<file path="config.mk">
export PLATFORM = sky130hd
export DESIGN_NAME = mem_ctrl_param
export DESIGN_NICKNAME = d
export VERILOG_FILES = /design/src/rtl/mem_ctrl_param.sv
export SDC_FILE = /design/constraint.sdc
export NUM_CORES = 2
export LEC_CHECK = 0
export CAP_MARGIN = 30
export CORE_ASPECT_RATIO = 1.4
export CORE_MARGIN = 5
export CORE_UTILIZATION = 50
export CTS_CLUSTER_SIZE = 8
export DETAILED_ROUTE_END_ITERATION = 16
export PLACE_DENSITY = 0.73
export SYNTH_ARGS = -nofsm -noshare
export SYNTH_HDL_FRONTEND = slang
export SYNTH_SLANG_ARGS = --single-unit
</file>
<file path="constraint.sdc">
create_clock -name clk -period 3.42 [get_ports clk]
set_input_delay 1.026 -clock clk [delete_from_list [all_inputs] [get_ports clk]]
set_output_delay 1.026 -clock clk [all_outputs]
set_load 0.1 [all_outputs]
</file>
<file path="src/rtl/mem_ctrl_param.sv">
// mem_ctrl_param: word memory behind a valid/ready request/response FSM (IDLE/RD_WAIT/RESP).
// Define RAM_PARITY_EN to store one even-parity bit per byte and flag mismatches on reads.
module mem_ctrl_param #(
  parameter int DATA_W = 8,
  parameter int ADDR_W = 8,
  parameter int DEPTH  = 256,
  parameter int RD_LAT = 1
) (
  input  logic                clk,
  input  logic                rst,
  input  logic                req_valid,
  output logic                req_ready,
  input  logic                req_we,
  input  logic [ADDR_W-1:0]   req_addr,
  input  logic [DATA_W-1:0]   req_wdata,
  input  logic [DATA_W/8-1:0] req_be,
  output logic                rsp_valid,
  input  logic                rsp_ready,
  output logic [DATA_W-1:0]   rsp_rdata,
  output logic                rsp_err,
  output logic                busy
);
  localparam int NB    = DATA_W / 8;
  localparam int IDX_W = (DEPTH > 1) ? $clog2(DEPTH) : 1;
  localparam logic [ADDR_W:0] DEPTH_L = (ADDR_W+1)'(DEPTH);

  typedef enum logic [1:0] {IDLE, RD_WAIT, RESP} state_t;

  state_t            state_q, state_d;
  logic [2:0]        cnt_q, cnt_d;
  logic [ADDR_W-1:0] addr_q, addr_d;
  logic              oor_q, oor_d;
  logic [DATA_W-1:0] rdata_q, rdata_d;
  logic              err_q, err_d;

  logic [DATA_W-1:0] mem_q [DEPTH];
  logic              accept, wr_en, req_oor, rd_perr;
  logic [IDX_W-1:0]  widx, ridx;
  logic [DATA_W-1:0] rd_word;

  assign req_ready = (state_q == IDLE);
  assign rsp_valid = (state_q == RESP);
  assign busy      = (state_q != IDLE);
  assign rsp_rdata = rdata_q;
  assign rsp_err   = err_q;

  assign accept  = req_valid && req_ready;
  assign req_oor = ({1'b0, req_addr} >= DEPTH_L);
  assign wr_en   = accept && req_we && !req_oor;
  assign widx    = req_addr[IDX_W-1:0];
  assign ridx    = addr_q[IDX_W-1:0];
  assign rd_word = mem_q[ridx];

`ifdef RAM_PARITY_EN
  logic [NB-1:0] par_q [DEPTH];

  always_comb begin
    rd_perr = 1'b0;
    for (int b = 0; b < NB; b++)
      rd_perr = rd_perr | (^{rd_word[8*b +: 8], par_q[ridx][b]});
  end
`else
  assign rd_perr = 1'b0;
`endif

  // Storage is deliberately outside the reset domain; committed writes survive rst.
  always_ff @(posedge clk) begin
    if (wr_en) begin
      for (int b = 0; b < NB; b++) begin
        if (req_be[b]) begin
          mem_q[widx][8*b +: 8] <= req_wdata[8*b +: 8];
`ifdef RAM_PARITY_EN
          par_q[widx][b] <= ^req_wdata[8*b +: 8];
`endif
        end
      end
    end
  end

  always_comb begin
    state_d = state_q;
    cnt_d   = cnt_q;
    addr_d  = addr_q;
    oor_d   = oor_q;
    rdata_d = rdata_q;
    err_d   = err_q;
    case (state_q)
      IDLE: begin
        if (req_valid) begin
          if (req_we) begin
            state_d = RESP;
            rdata_d = '0;
            err_d   = req_oor;
          end else begin
            state_d = RD_WAIT;
            cnt_d   = 3'(RD_LAT);
            addr_d  = req_addr;
            oor_d   = req_oor;
          end
        end
      end
      // Counting down to zero puts the first rsp_valid RD_LAT+1 edges after acceptance.
      RD_WAIT: begin
        if (cnt_q == 3'd0) begin
          state_d = RESP;
          rdata_d = oor_q ? '0 : rd_word;
          err_d   = oor_q ? 1'b1 : rd_perr;
        end else begin
          cnt_d = cnt_q - 3'd1;
        end
      end
      RESP: begin
        if (rsp_ready) begin
          state_d = IDLE;
          rdata_d = '0;
          err_d   = 1'b0;
        end
      end
      default: state_d = IDLE;
    endcase
  end

  always_ff @(posedge clk or posedge rst) begin
    if (rst) begin
      state_q <= IDLE;
      cnt_q   <= '0;
      addr_q  <= '0;
      oor_q   <= 1'b0;
      rdata_q <= '0;
      err_q   <= 1'b0;
    end else begin
      state_q <= state_d;
      cnt_q   <= cnt_d;
      addr_q  <= addr_d;
      oor_q   <= oor_d;
      rdata_q <= rdata_d;
      err_q   <= err_d;
    end
  end
endmodule

</file>
==> impl_metrics.json <==
{
  "dp_slack_ps": -226.0,
  "fin_nets": 4756,
  "synthMuxAreaShare": 0.1456,
  "cts_buffers": 308,
  "dieWidth_um": 350.9,
  "vias": 44310,
  "reg2reg_from": "addr_q[2]",
  "final_util": 0.5932,
  "synth_xor_area_frac": 0.0001077,
  "status": "finished with violations",
  "async_flop_share": 0.01015,
  "power_mw": 75.36,
  "synth_top_family_by_area": "multiplexers",
  "syn_to_final_growth_pct": 18.14,
  "hold_viol_final": 0,
  "portBuffers": 32,
  "path_clk_slew_ps": 50,
  "final-setup-viol-count": 1,
  "synth_area_sq_um": 81360,
  "ir_worst_vdd_mv": 0.5801,
  "holdPathStages": 1,
  "ys.flop_type": "edfxtp_1",
  "die_y_um": 487.3,
  "design.die.area_sq_um": 171000,
  "grt_usage": 0.2517,
  "synth_cell_type_count": 79,
  "critical_path.max_fanout": 23,
  "initial_core_util": 0.5021,
  "cts_max_path_buffers": 4,
  "crit_required_ps": 4200,
  "tightest_slew_ps": 971.9,
  "yosys.area_share.adder": 0.0003076,
  "startpoint_type": "register",
  "max_freq_ghz": 0.2888,
  "reg2reg_to": "rsp_rdata[3]",
  "pwr_density_cell_nw_per_um2": 784.1,
  "fillCellCount": 11140,
  "io-pin-count": 34,
  "gp_congestion": 0.9148,
  "wire_per_inst_um": 31.17,
  "maxSlewHeadroom": 0.3520,
  "cp.arrival_ps": 4250,
  "whs_ps": 502.4,
  "synth_compound_area_frac": 0.04122,
  "synth_edf_count": 2048,
  "core_sq_um": 162000,
  "avgViaCountPerCell": 6.417,
  "htreeDepth": 5,
  "min_from": "cnt_q[0]",
  "postSynthCellCount": 4028,
  "p_leak_nw": 31.88,
  "end_kind": "register",
  "period_share": 1.012,
  "drv_slew": 0,
  "grt_max_degree": 104,
  "ys_seq_elements": 2069,
  "cts_hold_buf": 0,
  "synth_warnings": 0,
  "setup_ws_ps": -42.23,
  "hold_end": "cnt_q[0]",
  "tns_ps": -42.23,
  "avgSynthCellArea_sq_um": 20.20,
  "cp-startpoint": "addr_q[2]",
  "rows": 175,
  "synthSimpleGateAreaFrac": 0.02856,
  "dr.first_iter.drc_count": 5625,
  "finalWorstPathRequiredPeriod_ps": 3462,
  "critPathKind": "reg -> reg",
  "maxCapViolations": 0,
  "grt_pass1_vias": 45820,
  "min_path_type": "reg -> reg",
  "totalWireLength_um": 215300,
  "drive_gt1_frac": 0.2821,
  "rsz0062_at_grt": "true",
  "ant_nets": 0,
  "yosysSeqAreaShare": 0.7624,
  "drc_errors": 0,
  "failed_checks": "setup timing",
  "regArea_sq_um": 62040,
  "r2r_slack_ps": -40,
  "antenna_found_initial": 4,
  "fin_skew_ps": 48.47,
  "dr.pass1.iters": 8,
  "multiInputGateArea_sq_um": 17640,
  "cts_tree": "yes",
  "dp_hpwl_um": 134800,
  "r2r_cells": 9,
  "grt_overflow_total": 0,
  "root_buffer": "clkbuf_16",
  "cts.sink_count": 2069,
  "grt_pass1_wl_um": 312600,
  "synth_fp_nets": 4052,
  "clock_latency_ps": 890
}
-- report_power, final --
part / switching [mW] / leakage, nW / internal, mW
Clock: 9.79 / 3.92 / 16.0
Combinational: 12.2 / 9.30 / 8.94
Sequential: 0.352 / 18.7 / 28.1
Total: 22.4 / 31.9 / 53.0
-- cells by family after synthesis --
logic type               count (synthesis)
buffers and inverters                  252
XOR/XNOR                                 1
AO/OA/AOI/OAI                          468
other                                    1
adder cells (fa/ha/maj)                  2
multiplexers                           706
flip-flops                            2069
AND/OR/NAND/NOR                        529
-- state kept, by name, indices dropped and copies added, names as in the netlist --
| signal | flops |
|---|---|
| cnt_q | 3 |
| rsp_rdata | 8 |
| addr_q | 8 |
| state_q | 2 |
| mem_q | 2048 |
-- cell usage after synthesis, types with 17 or more instances --
master / n / area share
edfxtp_1: 2048 / 0.76
mux4_2: 352 / 0.097
mux2i_1: 318 / 0.039
nor2_1: 305 / 0.014
o221ai_1: 117 / 0.013
a21oi_1: 91 / 0.0056
clkbuf_1: 90 / 0.0042
nand2_1: 80 / 0.0037
o22ai_1: 78 / 0.0060
buf_2: 50 / 0.0031
o21ai_0: 45 / 0.0028
buf_6: 33 / 0.0046
nor3_1: 31 / 0.0019
a22oi_1: 23 / 0.0021
nand3_1: 23 / 0.0014
mux4_1: 22 / 0.0071
dfrtp_1: 21 / 0.0065
buf_12: 19 / 0.0047
buf_1: 18 / 0.00083
buf_4: 18 / 0.0017
a31oi_1: 17 / 0.0013
-- stage by stage --
step	area (sq um)	std cells
after CTS	96050	6899
after global routing	96110	6904
after detailed placement	88000	6539
final	96110	6905
after global placement	88000	6539
after floorplan	81360	4028
-- cells in the final DEF (no fill, tap or decap), drive strengths merged, types with 15 or more instances in the layout --
master  synthesis  routed
edfxtp       2048    2048
buf           149     614
mux4          374     374
clkbuf         92     356
mux2i         318     318
nor2          305     305
o221ai        120     120
a21oi          91      91
nand2          80      80
o22ai          79      79
o21ai          50      50
nor3           31      31
a22oi          23      23
nand3          23      23
dfrtp          21      21
a31oi          17      17
a211oi         15      15
-- worst max-delay path by stage --
stage	to	slack (ps)
6_report	rsp_rdata[3]	-40
5_1_grt	rsp_rdata[3]	-50
3_5_place_dp	mem_q[153][6]	-230
3_3_place_gp	rsp_rdata[5]	-260
2_1_floorplan	addr_q[0]	40
4_1_cts	rsp_rdata[3]	30
-- timing repair --
item / in CTS / in global routing
buffers inserted: 3 / 4
gates cloned: 0 / 0
setup endpoints to repair: 4 / 6
gates resized for setup: 1 / 2
-- critical path, cell delays in order (launching register included) --
cell	delay, ps
dfrtp_4	700
nand2b_4	300
buf_12	260
buf_4	170
o221ai_2	210
a21oi_1	170
or4_1	600
a211oi_2	220
nand4_1	320
o41ai_2	390
-- layout make-up --
class | count | area share
well taps | 2124 | 0.02765
repair buffers | 635 | 0.05944
clock inverters | 9 | 0.0009243
diodes | 2 | 0.00005207
flip-flops and latches | 2069 | 0.6455
inverters | 11 | 0.0004687
clock buffers | 348 | 0.08242
multi-input cells | 1707 | 0.1835
-- metal layers --
metal	share of wire	wire, um	track usage
met4	0.070	15110	0.1503
met3	0.090	19470	0.04464
met5	0	0	0
met2	0.51	108900	0.4249
met1	0.33	71770	0.3043
(Power assumes the default switching activity.)
